### src/rtl/multicycle_control.sv
// Control FSM for the multi-cycle CPU datapath: sequences fetch/decode/execute/memory/writeback,
// stalls on the memory ready handshake and traps unknown opcodes into HALT.
module multicycle_control #(
  parameter int unsigned OPW = 6,
  parameter int unsigned SW_ = 4
) (
  input  logic           i_clock,
  input  logic           i_reset,
  input  logic [OPW-1:0] i_opcode,
  input  logic           i_zero,
  input  logic           i_mem_ready,
  output logic           o_pc_write,
  output logic           o_ir_write,
  output logic           o_ab_write,
  output logic           o_mdr_write,
  output logic           o_alu_out_write,
  output logic           o_mem_read,
  output logic           o_mem_write,
  output logic           o_iord,
  output logic           o_reg_write,
  output logic           o_reg_dst,
  output logic           o_mem_to_reg,
  output logic           o_alu_src_a,
  output logic [1:0]     o_alu_src_b,
  output logic [1:0]     o_alu_op,
  output logic [1:0]     o_pc_source,
  output logic           o_halted,
  output logic [SW_-1:0] o_state
);

  localparam logic [OPW-1:0] OpR    = OPW'(6'b000000);
  localparam logic [OPW-1:0] OpLw   = OPW'(6'b100011);
  localparam logic [OPW-1:0] OpSw   = OPW'(6'b101011);
  localparam logic [OPW-1:0] OpBeq  = OPW'(6'b000100);
  localparam logic [OPW-1:0] OpJ    = OPW'(6'b000010);
  localparam logic [OPW-1:0] OpAddi = OPW'(6'b001000);

  typedef enum logic [3:0] {
    StFetch   = 4'd0,
    StDecode  = 4'd1,
    StMemAddr = 4'd2,
    StMemRead = 4'd3,
    StMemWb   = 4'd4,
    StMemWr   = 4'd5,
    StExecR   = 4'd6,
    StRWb     = 4'd7,
    StBranch  = 4'd8,
    StJump    = 4'd9,
    StExecI   = 4'd10,
    StIWb     = 4'd11,
    StHalt    = 4'd12
  } state_e;

  state_e r_state;
  state_e w_state_next;

  always_ff @(posedge i_clock) begin
    if (i_reset) begin
      r_state <= StFetch;
    end else begin
      r_state <= w_state_next;
    end
  end

  always_comb begin
    w_state_next    = r_state;
    o_pc_write      = 1'b0;
    o_ir_write      = 1'b0;
    o_ab_write      = 1'b0;
    o_mdr_write     = 1'b0;
    o_alu_out_write = 1'b0;
    o_mem_read      = 1'b0;
    o_mem_write     = 1'b0;
    o_iord          = 1'b0;
    o_reg_write     = 1'b0;
    o_reg_dst       = 1'b0;
    o_mem_to_reg    = 1'b0;
    o_alu_src_a     = 1'b0;
    o_alu_src_b     = 2'b00;
    o_alu_op        = 2'b00;
    o_pc_source     = 2'b00;
    o_halted        = 1'b0;

    unique case (r_state)
      StFetch: begin
        o_mem_read  = 1'b1;
        o_alu_src_b = 2'b01;
        o_ir_write  = i_mem_ready;
        o_pc_write  = i_mem_ready;
        if (i_mem_ready) w_state_next = StDecode;
      end
      StDecode: begin
        // Branch target is precomputed into ALUOut while the opcode is decoded.
        o_ab_write      = 1'b1;
        o_alu_out_write = 1'b1;
        o_alu_src_b     = 2'b11;
        case (i_opcode)
          OpR:         w_state_next = StExecR;
          OpLw, OpSw:  w_state_next = StMemAddr;
          OpBeq:       w_state_next = StBranch;
          OpJ:         w_state_next = StJump;
          OpAddi:      w_state_next = StExecI;
          default:     w_state_next = StHalt;
        endcase
      end
      StMemAddr: begin
        o_alu_src_a     = 1'b1;
        o_alu_src_b     = 2'b10;
        o_alu_out_write = 1'b1;
        if (i_opcode == OpLw)      w_state_next = StMemRead;
        else if (i_opcode == OpSw) w_state_next = StMemWr;
        else                       w_state_next = StHalt;
      end
      StMemRead: begin
        o_mem_read  = 1'b1;
        o_iord      = 1'b1;
        o_mdr_write = i_mem_ready;
        if (i_mem_ready) w_state_next = StMemWb;
      end
      StMemWb: begin
        o_reg_write  = 1'b1;
        o_mem_to_reg = 1'b1;
        w_state_next = StFetch;
      end
      StMemWr: begin
        o_mem_write = 1'b1;
        o_iord      = 1'b1;
        if (i_mem_ready) w_state_next = StFetch;
      end
      StExecR: begin
        o_alu_src_a     = 1'b1;
        o_alu_op        = 2'b10;
        o_alu_out_write = 1'b1;
        w_state_next    = StRWb;
      end
      StRWb: begin
        o_reg_write  = 1'b1;
        o_reg_dst    = 1'b1;
        w_state_next = StFetch;
      end
      StBranch: begin
        o_alu_src_a  = 1'b1;
        o_alu_op     = 2'b01;
        o_pc_source  = 2'b01;
        o_pc_write   = i_zero;
        w_state_next = StFetch;
      end
      StJump: begin
        o_pc_source  = 2'b10;
        o_pc_write   = 1'b1;
        w_state_next = StFetch;
      end
      StExecI: begin
        o_alu_src_a     = 1'b1;
        o_alu_src_b     = 2'b10;
        o_alu_out_write = 1'b1;
        w_state_next    = StIWb;
      end
      StIWb: begin
        o_reg_write  = 1'b1;
        w_state_next = StFetch;
      end
      StHalt: begin
        o_halted = 1'b1;
      end
      default: begin
        w_state_next = StHalt;
      end
    endcase

    // Reset abandons the instruction: nothing may be written or requested on the reset edge.
    if (i_reset) begin
      o_pc_write      = 1'b0;
      o_ir_write      = 1'b0;
      o_ab_write      = 1'b0;
      o_mdr_write     = 1'b0;
      o_alu_out_write = 1'b0;
      o_mem_read      = 1'b0;
      o_mem_write     = 1'b0;
      o_reg_write     = 1'b0;
    end
  end

  assign o_state = SW_'(r_state);

endmodule
### config.mk
export PLATFORM = sky130hd
export DESIGN_NAME = multicycle_control
export DESIGN_NICKNAME = d
export VERILOG_FILES = /design/src/rtl/multicycle_control.sv
export SDC_FILE = /design/constraint.sdc
export NUM_CORES = 1
export LEC_CHECK = 0
export ABC_AREA = 1
export CAP_MARGIN = 0
export CORE_MARGIN = 3
export CORE_UTILIZATION = 38
export CTS_CLUSTER_DIAMETER = 200
export DETAILED_ROUTE_END_ITERATION = 10
export PLACE_DENSITY = 0.86
export SYNTH_ARGS = -nofsm -noshare
export SYNTH_HDL_FRONTEND = slang
export SYNTH_SLANG_ARGS = --single-unit
### constraint.sdc
create_clock -name i_clock -period 1.49 [get_ports i_clock]
set_input_delay 0.3725 -clock i_clock [delete_from_list [all_inputs] [get_ports i_clock]]
set_output_delay 0.3725 -clock i_clock [all_outputs]
set_load 0.005 [all_outputs]
==> results of run 1 <==
-- per-stage QoR --
stage                     setup slack (ns)  std cells  setup TNS (ns)  hold WS [ns]  utilization, %
after floorplan                     0.0975        118               0         0.588               -
after detailed placement            -0.602        191           -7.72         0.647            81.8
after global placement              -0.559        191           -6.84         0.615            81.8
-- cells by family after synthesis --
| group | after synthesis |
|---|---|
| simple gates | 73 |
| flops | 4 |
| buf+inv | 27 |
| compound gates | 14 |
-- synthesized netlist by cell type --
master / number / share of area (%)
sky130_fd_sc_hd__nand2_1: 23 / 14
sky130_fd_sc_hd__dfxtp_1: 4 / 13
sky130_fd_sc_hd__buf_1: 1 / 0.62
sky130_fd_sc_hd__nor2_1: 26 / 16
sky130_fd_sc_hd__nor3_1: 2 / 1.7
sky130_fd_sc_hd__nor2_4: 2 / 3.7
sky130_fd_sc_hd__nand3_2: 3 / 5.0
sky130_fd_sc_hd__buf_4: 1 / 1.2
sky130_fd_sc_hd__nand2_2: 4 / 4.1
sky130_fd_sc_hd__o21a_1: 1 / 1.2
sky130_fd_sc_hd__inv_2: 2 / 1.2
sky130_fd_sc_hd__nand3_1: 8 / 6.6
sky130_fd_sc_hd__inv_1: 23 / 14
sky130_fd_sc_hd__a21oi_2: 1 / 1.4
sky130_fd_sc_hd__o21ai_0: 5 / 4.1
sky130_fd_sc_hd__nor2_2: 3 / 3.1
sky130_fd_sc_hd__nand4_1: 2 / 2.1
sky130_fd_sc_hd__o22ai_1: 1 / 1.0
sky130_fd_sc_hd__a21oi_1: 6 / 5.0
==> results.md, run 1 <==
Run status:
- The run stopped with a tool error.
- It got as far as 4_1_cts and failed there.
- The tool reported: "[ERROR DPL-0038] Utilization greater than 100%, impossible to legalize".

Clock network:
- The number of buffers on the longest clock path is 2.
- The number of H-tree levels is 1.
- The CTS root buffer is sky130_fd_sc_hd__clkbuf_4.
- The hold-fix buffer count after cts is 0.
- Clock tree synthesis found a total of 4 sinks.
- In this run the post-CTS setup repair buffer count came out at 28.
- The number of gates given a new drive strength after cts is 143.
- The number of buffers inserted during clock tree synthesis is 3.

Logic synthesis:
- The synthesized netlist devotes 0% of its cell area to adder and majority cells.
- The synthesized netlist net count is 128.
- The number of storage elements in the synthesis netlist is 4.
- The cell count after synthesis came out at 118.
- The xor and xnor fraction of the mapped netlist area is 0%.
- The number of distinct standard cells referenced by the synthesized netlist is 19.
- The synthesized netlist devotes 12.8% of its cell area to compound gates.
- Summing every instance area after synthesis gives 606 um2.
- The synthesized netlist devotes 56.6% of its cell area to simple gates.
- After synthesis, the share of cell area in mux cells is 0%.
- Each instance of the synthesized netlist takes up on average 5.13 um2.
- By area, the combinational part of the netlist is dominated by simple AND/OR/NAND/NOR gates.
- After synthesis, flip-flops and latches occupy 13.2% of the total area.
- The total of warnings raised by yosys is 0.

Floorplan:
- The number of ports placed on the die boundary is 33.
- Row generation in the floorplan step produced 13 rows.
- Once the floorplan was initialized, standard cells occupied 43.3% of the core.
- The height of the chip is 45.9 um.
- The die is 45.9 um wide.

Place:
- The HPWL after detailed placement is 2060 um.
- The instance area after placement is 1140 um2.
- The routability-driven placement congestion ratio is 0.911.
- The count of buffers from port buffering is 32.
==> run 2: changes to the inputs <==
Settings changed: CORE_AREA set to 3 3 64 66, CORE_MARGIN 3 to unset, CORE_UTILIZATION 38 to unset, CTS_CLUSTER_DIAMETER 200 to unset, DIE_AREA set to 0 0 67 69, PLACE_DENSITY 0.86 to unset, PLACE_DENSITY_LB_ADDON set to 0.15.
==> run 2 against run 1 <==
Against the previous run: the flow now finishes, with violations (negative setup slack); synthesized cell count did not move; area after synthesis did not move.
==> results.md, run 2 <==
Pwr:
- The portion of total power attributed to combinational logic is 80.2%.
- The analysis attributes to cell leakage a power of 0.923 nW.
- The switching power is 0.965 mW.
- The clock share of power is 9.8%.
- Overall power consumption after layout is estimated at 2.27 mW.
- The switching part of the total power is 42.5%.
- The part of the power in registers is 10.1%.
- Across the VDD grid, the largest voltage drop is 0.000487 V.
- Dividing total power by cell area gives a power density of 1380 nW/um2.
- The cell internal power dissipation is 1.30 mW.

Place:
- The routability-driven placement congestion ratio came to 0.845 (was 0.911).
- The count of buffers from port buffering is 32 (unchanged).
- The HPWL after detailed placement came to 1960 um (was 2060 um).

Timing:
- The transition at the pin with the smallest max-transition slack is 0.218 ns.
- The total count of max-transition violations in the final report is 0.
- The worst pin sits at a relative slew slack of 85.5%.
- Summed over all failing endpoints, the final setup total negative slack is -1.58 ns.
- Setup repair after global routing could not meet its margin everywhere.
- Setup violations remaining at the end of the flow were counted as 16.
- The worst setup margin is -0.191 ns.
- Hold timing on the final database bottoms out at a slack of 0.711 ns.
- The share of the cycle needed by the critical path after routing is 113%.
- The minimum clock period is 1.68 ns.
- The highest attainable clock frequency is 0.595 GHz.
- The final-report hold violation count is 0.
- The maximum clock skew at final layout is 0.00312 ns.

Worst setup path:
- The buffer and inverter count on the worst path is 5.
- The worst-case reg-to-reg path depth is 12.
- The required time reported for the critical path endpoint is 1.12 ns.
- For this run, the slowest stage of the critical path takes 0.34 ns.
- Among the stages of the critical path, the cell type that occurs most often is sky130_fd_sc_hd__inv_2.
- The register-to-register setup slack is -0.08 ns.
- The capture instance of the worst register-to-register path is o_state[3].
- The signal on the critical path passes through inv_2, buf_6, nand2_8, nor2_4, inv_2, nand4_1, nand2_1, inv_1, buf_2.
- The critical path is of the register to output port type.
- The arrival time of data at the critical path endpoint is 1.31 ns.
- The launching point of the worst reg2reg path is o_state[1].
- The kind of capture point of the worst setup path is an output port.
- Grouping stages by cell kind, the critical path spends the most delay in buffers and inverters.
- Among all stages on the critical path, the largest delay is contributed by sky130_fd_sc_hd__dfxtp_2.
- The largest driver fanout on the critical path is 3.
- The startpoint kind of the worst setup timing path is a register.

Routing:
- The overall via count from detail_route is 1018.
- Using the TritonRoute via totals, the vias-per-cell ratio works out to 4.04.
- The number of nets still failing antenna checks after routing is 0.
- For this run, design rule violations remaining after detail routing come to 0.
- After the first detailed-routing iteration, the DRC count stood at 28.
- In the final routed layout, each cell accounts on average for 10.9 um.
- The number of search-and-repair iterations in the first detailed-routing pass is 3.
- The detailed-route wire length is 2760 um.

Logic synthesis:
- Top post-synthesis cells by count: 26 x sky130_fd_sc_hd__nor2_1, 23 x sky130_fd_sc_hd__inv_1, 23 x sky130_fd_sc_hd__nand2_1 (unchanged).
- The number of distinct standard cells referenced by the synthesized netlist is 19 (unchanged).
- The total of warnings raised by yosys is 0 (unchanged).
- The mean cell area of the mapped netlist was 5.13 um2 (unchanged).
- The synthesized netlist net count is 128 (unchanged).
- The main flop type after synthesis is sky130_fd_sc_hd__dfxtp_1 (unchanged).
- The simple-gate portion of the synthesized area is 56.6% (unchanged).
- The dominant combinational cell family by area after synthesis is simple AND/OR/NAND/NOR gates (unchanged).
- The top cell type by total area after synthesis is sky130_fd_sc_hd__nor2_1 (unchanged).
- The number of storage elements in the synthesis netlist is 4 (unchanged).
- The fraction of synthesized cell area taken by the top area cell type came to 16.1% (unchanged).
- The number of enable-type register cells in the synthesized netlist was 0 (unchanged).
- The dominant cell by count in the synthesized netlist is sky130_fd_sc_hd__nor2_1 (unchanged).
- The fraction of the mapped netlist area in adder cells came to 0% (unchanged).
- The share of synthesized area occupied by flip-flops and latches came to 13.2% (unchanged).
- The synthesized-area fraction occupied by ao, oa, aoi and oai cells is 12.8% (unchanged).
- The proportion of synthesized area in mux cells was 0% (unchanged).
- The count of mapped cells out of synthesis is 118 (unchanged).
- The xor and xnor fraction of the mapped netlist area is 0% (unchanged).
- The cell area after synthesis came to 606 um2 (unchanged).
- The post-synthesis async set-or-reset flop share is 0% (unchanged).
- Dominant cells by area after synthesis: sky130_fd_sc_hd__nor2_1 16%, sky130_fd_sc_hd__inv_1 14%, sky130_fd_sc_hd__nand2_1 14% (unchanged).

Clock network:
- The number of buffers inserted during clock tree synthesis is 3 (unchanged).
- The number of H-tree levels was 1 (unchanged).
- The clock sink total came to 4 (unchanged).
- The number of buffers on the longest clock path was 2 (unchanged).
- After clock tree synthesis, the clock-pin slew on the worst setup and hold paths is 0.03 ns.
- The later-pin clock latency in the skew report is 0.21 ns.
- The CTS root buffer is sky130_fd_sc_hd__clkbuf_8 (was sky130_fd_sc_hd__clkbuf_4).
- The CTS tree is yes.

Global route:
- The number of global-route vias before repair is 977.
- Summed over all layers, the global routing overflow is 0.
- The initial antenna violation count is 0.
- Entering global routing, the biggest net connects 7 pins.
- The overall routing resource usage is 11.6%.
- The wire length of the first global-routing pass is 4290 um.

Final layout:
- The register with the most flip-flops in the layout has 4 of them.
- The combined area of the multi-input logic cells is 604 um2.
- The leading cell type in the layout, fill and taps excluded is sky130_fd_sc_hd__buf_4.
- The number of inserted filler cells in the final layout is 353.
- In the layout the commonest cells are 34 x sky130_fd_sc_hd__buf_4, 21 x sky130_fd_sc_hd__buf_6, 16 x sky130_fd_sc_hd__nand2_1.
- The final net count is 216.
- Across the whole layout, storage elements account for 92.6 um2.
- The area growth from synthesis to layout is 171%.
- 0 antenna diodes ended up in the layout.
- Cells with a size suffix above 1 make up 64.7% of the layout.

Floorplan:
- The starting density of the core is 16.7% (was 43.3%).
- The chip width came to 67 um (was 45.9 um).
- The full die area is 4620 um2.
- The height of the chip is 69 um (was 45.9 um).
- The floorplan step defined a core boundary enclosing 3630 um2.
- The number of ports placed on the die boundary was 33 (unchanged).
- The placement row count is 22 (was 13).

Min path:
- The start point of the worst min-delay path is i_opcode[2].
- The number of cells on the worst hold path is 5.
- The tightest min-delay check is of the input port to register type.
- For hold timing, the worst endpoint is o_state[3].

Run status:
- Outcome: complete, but fails checks (was aborted with a tool error).
- The checks that failed: negative setup slack.

Flow run:
- The tool flagged a number of max-cap violations equal to 0.
==> run 2: per-layer routing <==
metal	GRT usage, %	up-vias	wire, um
met5	0	-	0
li1	-	534	-
met1	14.1	457	1140
met3	1.79	6	103
met4	4.73	0	47
met2	19.9	21	1460
==> run 2: final cells by class <==
class	instances	share of cell area [%]
repair buffers	85	44.9
inverters	25	6.48
well taps	48	3.66
flip-flops and latches	4	5.64
clock buffers	3	2.52
multi-input cells	87	36.8
==> run 2: power groups by stage <==
stage	logic, mW	clock network [mW]	registers, mW
finish	1.82	0.222	0.228
global route	1.97	0.233	0.234
CTS	1.56	0.231	0.220
detailed placement	1.25	0	0.188
global placement	1.26	0	0.190
floorplan	0.494	0	0.195
==> run 2: worst max-delay path by stage <==
stage | start | to | slack (ns) | cells past startpoint
final | o_state[0] | o_alu_out_write | -0.19 | 9
after global routing | o_state[0] | o_alu_out_write | -0.24 | 9
after CTS | o_state[0] | o_pc_write | -0.19 | 8
after detailed placement | i_mem_ready | o_pc_write | -0.56 | 4
after global placement | i_reset | o_reg_write | -0.54 | 4
after floorplan | o_state[0] | o_pc_write | 0.1 | 5
==> run 2: stage by stage <==
stage / instance area, um2 / setup WS, ns / cells / util (%)
2_1_floorplan: 606 / 0.0975 / 118 / -
3_3_place_gp: 1240 / -0.542 / 232 / 34.3
3_5_place_dp: 1240 / -0.564 / 232 / 34.3
4_1_cts: 1480 / -0.186 / 247 / 40.7
5_1_grt: 1640 / -0.244 / 252 / 45.1
6_report: 1640 / -0.191 / 252 / 45.1
==> run 2: tightest hold or removal path, delay by kind of cell <==
kind            cells  cell delay [ns]
buf+inv             2             0.24
simple gates        1             0.07
compound gates      2             0.20
==> run 2: repair_timing <==
action / 4_1_cts / 5_1_grt
resized for setup: 132 / 42
hold buffers: 0 / 0
pin swaps: 26 / 23
setup endpoints to repair: 23 / 24
setup buffers: 12 / 6
==> run 2: kinds of logic after synthesis <==
| logic type | Yosys count |
|---|---|
| buffers and inverters | 27 |
| DFF | 4 |
| and+or+nand+nor | 73 |
| AOI/OAI and AO/OA | 14 |
Note: power is estimated with default switching activity, not from simulation.
==> run 3: changes to the inputs <==
Settings changed: TNS_END_PERCENT set to 5.
==> run 3 against run 2 <==
Against the previous run: the run still ends with negative setup slack left; global-route usage up 0.098 points; maximum frequency up 2.5%; register-to-register slack worse by 0.05 ns; non-clock buffer count down 5; critical path type unchanged; critical endpoint is now o_alu_op[1].
==> results.md, run 3 (synthesized netlist as in run 2, its figures left out) <==
Run status:
- Outcome: complete, but fails checks (unchanged).
- Failing checks: negative setup slack (unchanged).

Routing:
- The detailed-route wire length is 2590 um (was 2760 um).
- The overall via count from detail_route came to 995 (was 1018).
- The number of search-and-repair iterations in the first detailed-routing pass is 3 (unchanged).
- The number of DRC markers in iteration 0 is 23 (was 28).
- The per-cell via count in the routed design is 4.03 (was 4.04).
- The average wire length per cell after detail routing is 10.5 um (was 10.9 um).
- The number of nets still failing antenna checks after routing is 0 (unchanged).
- The remaining routing DRC violations came to 0 (unchanged).

Pwr:
- The leakage component of the power is 0.824 nW (was 0.923 nW).
- The post-layout total power is 2.01 mW (was 2.27 mW).
- The worst vdd rail ir drop was 0.000446 V (was 0.000487 V).
- The power density over the cells came to 1330 nW/um2 (was 1380 nW/um2).

Worst setup path:
- The launching element of the worst setup path is o_state[0] (unchanged).
- The largest driver fanout on the critical path is 4 (was 3).
- The arrival time of data at the critical path endpoint is 1.27 ns (was 1.31 ns).
- The end of the critical path is o_alu_op[1] (was o_alu_out_write).
- The startpoint kind of the worst setup timing path was a register (unchanged).
- The required time reported for the critical path endpoint is 1.12 ns (about the same).
- The capture instance of the worst register-to-register path is o_state[3] (unchanged).
- The launching point of the worst reg2reg path is o_state[0] (was o_state[1]).
- The worst-case reg-to-reg path depth is 13 (was 12).
- The critical path class was register to output port (unchanged).
- The register-to-register setup slack was -0.13 ns (was -0.08 ns).
- The kind of capture point of the worst setup path is an output port (unchanged).

Final layout:
- The area taken by flip-flops and latches came to 92.6 um2 (unchanged).
- The end-of-flow core utilization was 41.6% (was 45.1%).
- The antenna diode count is 0 (unchanged).
- The leading cell type in the layout, fill and taps excluded is sky130_fd_sc_hd__buf_4 (unchanged).
- The final cell count without fillers came to 247 (was 252).
- The final net count is 211 (was 216).
- The share of post-route cells with drive strength above 1 was 59.3% (was 64.7%).
- The design area was 1510 um2 (was 1640 um2).
- The flip-flop count of the largest register, all copies and words added is 4 (unchanged).
- The number of inserted filler cells in the final layout is 378 (was 353).
- Most frequent cells in the layout: 43 x sky130_fd_sc_hd__buf_4, 18 x sky130_fd_sc_hd__nand2_1, 16 x sky130_fd_sc_hd__inv_1 (was 34 x sky130_fd_sc_hd__buf_4, 21 x sky130_fd_sc_hd__buf_6, 16 x sky130_fd_sc_hd__nand2_1).
- The combined area of the multi-input logic cells is 562 um2 (was 604 um2).
- The relative area change from synthesis to final layout was 150% (was 171%).

Floorplan:
- The number of ports placed on the die boundary is 33 (unchanged).
- The chip width is 67 um (unchanged).
- The height of the chip was 69 um (unchanged).
- The full die area is 4620 um2 (unchanged).
- The placeable core region is 3630 um2 (unchanged).
- The starting density of the core is 16.7% (unchanged).
- The placement row count is 22 (unchanged).

Timing:
- The worst setup margin is -0.149 ns (was -0.191 ns).
- The maximum clock skew at final layout was 0.00336 ns (was 0.00312 ns).
- The share of the cycle needed by the critical path after routing came to 110% (was 113%).
- The highest attainable clock frequency was 0.610 GHz (was 0.595 GHz).
- The total negative slack for setup checks is -1.48 ns (was -1.58 ns).
- The setup violation total in the final timing report is 16 (unchanged).
- Unrepaired setup endpoints after global routing: true (unchanged).
- The transition at the pin with the smallest max-transition slack was 0.217 ns (was 0.218 ns).
- The headroom to the max-slew limit is 85.6% (was 85.5%).
- The total count of max-transition violations in the final report is 0 (unchanged).
- The minimum clock period is 1.64 ns (was 1.68 ns).
- The final-report hold violation count is 0 (unchanged).

Global route:
- The initial antenna violation count came to 0 (unchanged).
- The total grt overflow came to 0 (unchanged).
- The largest net degree at the start of global routing came to 7 (unchanged).
- The number of global-route vias before repair is 977 (unchanged).
- The wire length of the first global-routing pass is 4290 um (unchanged).
- The overall routing resource usage is 11.7% (was 11.6%).

Clock network:
- The hold-fix buffer count after cts is 0 (unchanged).
- The number of H-tree levels was 1 (unchanged).
- The later-pin clock latency in the skew report is 0.21 ns (about the same).
- The CTS tree was yes (unchanged).
- The CTS root buffer is sky130_fd_sc_hd__clkbuf_8 (unchanged).
- The number of buffers on the longest clock path was 2 (unchanged).
- The clock transition at the registers of the reported paths is 0.03 ns (about the same).
- The number of buffers inserted during clock tree synthesis came to 3 (unchanged).
- The clock sink total is 4 (unchanged).

Place:
- The routability-driven placement congestion ratio came to 0.845 (unchanged).
- The HPWL after detailed placement is 1960 um (unchanged).
- The number of instances in the placed design is 232 (unchanged).
- The count of buffers from port buffering came to 32 (unchanged).
- The instance area after placement is 1240 um2 (unchanged).

Flow run:
- The max-cap violation count is 0 (unchanged).

Min path:
- The worst hold-check path type is input port to register (unchanged).
-- run 3: worst min path at each step --
stage,from,endpoint,cells past startpoint
floorplan,o_state[2],o_state[2],2
global placement,o_state[2],o_state[2],2
detailed placement,o_state[2],o_state[2],2
CTS,i_reset,o_state[0],3
global route,o_state[2],o_state[2],3
finish,i_opcode[2],o_state[3],5
-- run 3: power breakdown --
| part | leakage [nW] | internal (mW) | total (mW) | switching (mW) |
|---|---|---|---|---|
| clock | 0.0216 | 0.172 | 0.223 | 0.0508 |
| combinational | 0.767 | 0.813 | 1.56 | 0.749 |
| sequential | 0.0353 | 0.155 | 0.230 | 0.0750 |
| total | 0.824 | 1.14 | 2.01 | 0.875 |
-- run 3: per-layer routing --
metal | share of wire, % | GRT usage (%) | vias to the layer above
met2 | 52 | 19.9 | 23
met4 | 2.4 | 5.41 | 0
li1 | - | - | 526
met5 | 0 | 0 | -
met3 | 4.3 | 1.95 | 8
met1 | 41 | 14.0 | 438
-- run 3: cell type report --
cell class              count  area share, %
inverters                  25           7.20
repair buffers             80           42.8
clock buffers               3           2.73
multi-input cells          87           37.1
well taps                  48           3.97
flip-flops and latches      4           6.12
-- run 3: per-stage QoR --
stage,setup slack [ns],hold slack [ns]
CTS,-0.186,0.720
finish,-0.149,0.724
floorplan,0.0975,0.588
detailed placement,-0.564,0.630
global route,-0.226,0.787
global placement,-0.542,0.643
-- run 3: what timing repair did --
item                                   in CTS  in global routing
setup buffers                              12                  0
setup endpoints to repair                  23                 24
pin swaps                                  17                  9
gates resized for setup                   110                 26
endpoints found under the hold margin       0                  0
-- run 3: critical path, stage by stage, from the launching register on --
cell	delay, ns
sky130_fd_sc_hd__dfxtp_2	0.33
sky130_fd_sc_hd__buf_4	0.16
sky130_fd_sc_hd__nor2_4	0.10
sky130_fd_sc_hd__nand2_1	0.08
sky130_fd_sc_hd__buf_4	0.14
sky130_fd_sc_hd__inv_1	0.05
sky130_fd_sc_hd__clkdlybuf4s15_2	0.19
==> run 4: changes to the inputs <==
Clock period 1.49 ns to 1.35 ns, I/O delays scaled along.
==> run 4 against run 3 <==
Against the previous run: the run still ends with negative setup slack left; sequential power rose by 18%; via count is 4.2% higher; cell count increased by 0.81%; sequential share of layout area increased by 0.26 points; register-to-register slack barely moved; combinational power increased by 8%; critical path depth did not move; worst setup slack got worse by 0.14 ns; first-iteration DRC count is 13% higher; core utilization decreased by 0.62 points; clock power up 10%; critical path type unchanged.
==> results.md, run 4 (synthesized netlist as in run 2, its figures left out) <==
Pwr:
- The worst vdd rail ir drop is 0.000400 V (was 0.000446 V).
- The part of the power in registers is 12.3% (was 11.4%).
- The portion of total power attributed to combinational logic is 76.6% (was 77.5%).
- The cell internal power dissipation is 1.30 mW (was 1.14 mW).
- The leakage component of the power was 0.814 nW (was 0.824 nW).
- The post-layout total power was 2.21 mW (was 2.01 mW).
- The switching power is 0.904 mW (was 0.875 mW).
- The clock share of power was 11.2% (was 11.0%).
- The power density over the cells is 1480 nW/um2 (was 1330 nW/um2).
- The switching part of the total power is 40.9% (was 43.4%).

Final layout:
- The relative area change from synthesis to final layout is 146% (was 150%).
- The end-of-flow core utilization came to 41.0% (was 41.6%).
- Most frequent cells in the layout: 45 x sky130_fd_sc_hd__buf_4, 18 x sky130_fd_sc_hd__nand2_1, 17 x sky130_fd_sc_hd__nor2_1 (was 43 x sky130_fd_sc_hd__buf_4, 18 x sky130_fd_sc_hd__nand2_1, 16 x sky130_fd_sc_hd__inv_1).
- The share of post-route cells with drive strength above 1 is 61.2% (was 59.3%).
- The antenna diode count is 0 (unchanged).
- The number of inserted filler cells in the final layout came to 398 (was 378).
- The area taken by flip-flops and latches is 95.1 um2 (was 92.6 um2).
- The flip-flop count of the largest register, all copies and words added is 4 (unchanged).
- The combined area of the multi-input logic cells is 529 um2 (was 562 um2).
- The final net count is 213 (was 211).
- The leading cell type in the layout, fill and taps excluded is sky130_fd_sc_hd__buf_4 (unchanged).

Timing:
- The maximum clock skew at final layout is 0.000163 ns (was 0.00336 ns).
- The transition at the pin with the smallest max-transition slack is 0.255 ns (was 0.217 ns).
- The total count of max-transition violations in the final report is 0 (unchanged).
- The worst setup margin is -0.293 ns (was -0.149 ns).
- The setup violation total in the final timing report is 22 (was 16).
- The headroom to the max-slew limit is 83.0% (was 85.6%).
- The final-report hold violation count came to 0 (unchanged).
- After layout, the minimum clock period comes to 1.64 ns.
- The total negative slack for setup checks came to -3.58 ns (was -1.48 ns).
- The highest attainable clock frequency is 0.609 GHz.
- Unrepaired setup endpoints after global routing: true (unchanged).
- The share of the cycle needed by the critical path after routing is 122%.

Clock network:
- The CTS root buffer is sky130_fd_sc_hd__clkbuf_8 (unchanged).
- The number of buffers inserted during clock tree synthesis is 3 (unchanged).
- The CTS tree is yes (unchanged).
- The number of buffers on the longest clock path is 2 (unchanged).
- The hold-fix buffer count after cts is 0 (unchanged).
- The later-pin clock latency in the skew report was 0.21 ns (about the same).
- The clock transition at the registers of the reported paths is 0.03 ns (about the same).
- The number of H-tree levels is 1 (unchanged).
- The clock sink total is 4 (unchanged).

Floorplan:
- The starting density of the core is 16.7% (unchanged).
- The placement row count is 22 (unchanged).
- The chip width was 67 um (unchanged).
- The height of the chip came to 69 um (unchanged).
- The full die area is 4620 um2 (unchanged).
- The number of ports placed on the die boundary is 33 (unchanged).
- The placeable core region was 3630 um2 (unchanged).

Place:
- The count of buffers from port buffering is 32 (unchanged).
- The routability-driven placement congestion ratio came to 0.822 (was 0.845).
- The HPWL after detailed placement is 2010 um (was 1960 um).

Worst setup path:
- The critical path class is register to output port (unchanged).
- The largest driver fanout on the critical path is 5 (was 4).
- The startpoint kind of the worst setup timing path was a register (unchanged).
- The kind of capture point of the worst setup path is an output port (unchanged).
- The required time reported for the critical path endpoint is 1.01 ns (was 1.12 ns).
- The arrival time of data at the critical path endpoint was 1.31 ns (was 1.27 ns).

Routing:
- The overall via count from detail_route is 1037 (was 995).
- The remaining routing DRC violations came to 0 (unchanged).
- The number of search-and-repair iterations in the first detailed-routing pass is 4 (was 3).
- The detailed-route wire length is 2590 um (about the same).
- The average wire length per cell after detail routing is 10.4 um (was 10.5 um).
- The per-cell via count in the routed design is 4.16 (was 4.03).
- The number of DRC markers in iteration 0 is 26 (was 23).
- The number of nets still failing antenna checks after routing is 0 (unchanged).

Global route:
- The initial antenna violation count is 0 (unchanged).
- The wire length of the first global-routing pass was 4280 um (was 4290 um).
- The fraction of met3 tracks used by global routing is 1.95% (unchanged).
- The most utilized layer in the global route result is met2 (unchanged).
- The total grt overflow came to 0 (unchanged).
- The overall routing resource usage is 11.5% (was 11.7%).
- The met1 track demand over resource in global routing is 13.4% (was 14.0%).
- The number of global-route vias before repair is 997 (was 977).
- The met2 track demand over resource is 19.9% (unchanged).
- The largest net degree at the start of global routing was 7 (unchanged).

Run status:
- Outcome: complete, but fails checks (unchanged).
- Failing checks: negative setup slack (unchanged).

Flow run:
- The max-cap violation count is 0 (unchanged).

Min path:
- The worst hold-check path type is register to register (was input port to register).
run 4: changes by cell type in the layout (fill, tap and decap cells not counted), sizes merged:
cell / change
dlymetal6s2s: -1
buf: +6
clkbuf: -1
dlygate4sd2: -1
clkdlybuf4s15: -1
run 4: final timing paths:
path | cells after the start | start | to | slack [ns]
worst max-delay path | 6 | o_state[2] | o_iord | -0.29
worst min-delay path | 2 | o_state[2] | o_state[2] | 0.59
worst max register to register | 10 | o_state[2] | o_state[0] | -0.14
worst min register to register | 2 | o_state[2] | o_state[2] | 0.59
run 4: through the flow:
step	instances	instance area (um2)	setup WS [ns]	hold slack [ns]
floorplan	118	608	0.0272	0.555
global placement	233	1250	-0.617	0.641
detailed placement	233	1250	-0.644	0.612
CTS	248	1450	-0.322	0.586
global route	249	1490	-0.354	0.602
finish	249	1490	-0.293	0.589
run 4: final cells by class:
cell class | count | share of cell area [%]
repair buffers | 82 | 44.7
clock buffers | 3 | 2.77
flip-flops and latches | 4 | 6.38
multi-input cells | 87 | 35.5
well taps | 48 | 4.03
inverters | 25 | 6.63
run 4: power by group through the flow:
stage | logic [mW] | registers, mW | clock network (mW)
floorplan | 0.550 | 0.216 | 0
global placement | 1.42 | 0.214 | 0
detailed placement | 1.41 | 0.209 | 0
CTS | 1.63 | 0.267 | 0.254
global route | 1.85 | 0.280 | 0.262
finish | 1.69 | 0.271 | 0.246
run 4: repair_timing:
action / CTS / global route
pin swaps: 13 / 9
setup buffers: 12 / 1
resized for setup: 122 / 14
endpoints found under the setup margin: 26 / 23
run 4: routing by layer:
metal  routed length, um  up-vias
li1                    -      533
met1                1030      471
met3                 136        6
met2                1380       27
met4                  40        0
met5                   0        -
run 4: critical path, stage by stage, from the launching register on:
cell,delay [ns]
sky130_fd_sc_hd__dfxtp_4,0.36
sky130_fd_sc_hd__buf_6,0.12
sky130_fd_sc_hd__nor2_4,0.13
sky130_fd_sc_hd__buf_4,0.14
sky130_fd_sc_hd__nand2_2,0.07
sky130_fd_sc_hd__nand2_1,0.07
sky130_fd_sc_hd__clkdlybuf4s15_2,0.20
==> edit (flow settings as in run 2) <==
Set the parameter `OPW` to 12 (it was 6).
--- a/src/rtl/multicycle_control.sv
+++ b/src/rtl/multicycle_control.sv
@@ -2,5 +2,5 @@
 // stalls on the memory ready handshake and traps unknown opcodes into HALT.
 module multicycle_control #(
-  parameter int unsigned OPW = 6,
+  parameter int unsigned OPW = 12,
   parameter int unsigned SW_ = 4
 ) (
Ports: changed (resized i_opcode); port bits go from 33 to 39. No check against the original RTL was run, so the function may have changed too.
==> edit against run 2 <==
The flow still finishes with violations (setup timing); synthesized area increased by 5.2%; non-clock buffer count rose by 3; power up 0.91%; sequential cell count is the same; wire length up 3.3%; cell area grew 5.6%; setup slack worse by 0.017 ns; count of clock-buffer cells in the layout stayed put; cell count up 5.6%; sequential power rose by 8%; largest cell class unchanged.
==> edit: results (changes against run 2) <==
Outcome
  – Status: finished, violations left
  – Failing checks: setup timing

Global routing
  – First-pass GRT wire length: 4.63 mm (+7.9%)
  – Vias in the first global route: 1071 (+9.6%)
  – Grt met1 use: 0.139 (-0.00183)
  – GRT Total Usage: 0.126 (+0.00948)
  – Largest net degree at the start of global routing: 10 (+3)

Detailed routing
  – Routed met3 length: 130 um (+26%)
  – Drt first-iter violations: 15 (-46%)
  – WL/cell: 10.7 um (-2.1%)
  – TritonRoute pass-1 iters: 4 (+1)

Timing
  – Setup violators final: 17 (+1)
  – Clock skew: 0.00471 ns (+0.00159 ns)
  – Final WS setup: -0.208 ns (-0.0166 ns)

Synthesis
  – Synth top area cells: nand2_1 (19%), nor2_1 (15%), inv_1 (15%)
  – Distinct cell type count after synthesis: 23 (+4)

Pwr
  – P_leak: 0.918 nW (-0.56%)
  – Seq pwr share: 0.107 (+0.006)

Placed design
  – Post-place instance area: 0.00132 mm2 (+6.1%)
  – Placed insts: 247 (+6.5%)
  – IO buf count: 38 (+19%)
  – Placer Congestion: 0.855 (+1.1%)

Critical path
  – CP max stage delay: 0.48 ns (+0.14 ns)
  – Worst-path maximum fanout: 5 (+2)
  – Worst EP arrival: 1.33 ns (+0.02 ns)

Finish
  – Final Net Count: 236 (+9.3%)
edit: repair_timing:
item	CTS	global route
setup buffers	17	1
resized for setup	136	38
pin swaps	13	19
setup endpoints to repair	24	25
gates cloned	0	0
edit: worst register-to-register path: cells and delay by family, from the launching register on:
| family | cells | cell delay [ns] |
|---|---|---|
| buffers and inverters | 4 | 0.42 |
| AOI/OAI and AO/OA | 1 | 0.10 |
| and+or+nand+nor | 5 | 0.45 |
| DFF | 1 | 0.37 |
edit: metrics by stage:
| stage | hold WS, ns | power [mW] | setup TNS [ns] |
|---|---|---|---|
| floorplan | 0.610 | 0.685 | 0 |
| global placement | 0.701 | 1.50 | -8.03 |
| detailed placement | 0.704 | 1.50 | -8.40 |
| CTS | 0.722 | 2.15 | -2.02 |
| global route | 0.739 | 2.46 | -2.92 |
| finish | 0.694 | 2.29 | -1.82 |
edit: cell families (layout without fill, tap and decap cells):
family	count (synthesis)	after routing
AND/OR/NAND/NOR	82	82
buffers and inverters	29	118
AO/OA/AOI/OAI	14	14
flip-flops	4	4
edit: area by class of cell:
| cell class | instances | area, um2 |
|---|---|---|
| fillers | 371 | 1900 |
| repair buffers | 88 | 761 |
| clock buffers | 3 | 41.3 |
| flip-flops and latches | 4 | 95.1 |
| well taps | 48 | 60.1 |
| multi-input cells | 96 | 658 |
| inverters | 27 | 116 |
edit: path summary, 6_finish.rpt:
| path | start | to | slack (ns) |
|---|---|---|---|
| worst max register to register | o_state[1] | o_state[0] | 0.09 |
| worst min-delay path | i_opcode[1] | o_state[2] | 0.69 |
| worst min register to register | o_state[0] | o_state[0] | 0.71 |
| worst max-delay path | o_state[1] | o_state[1] | -0.21 |
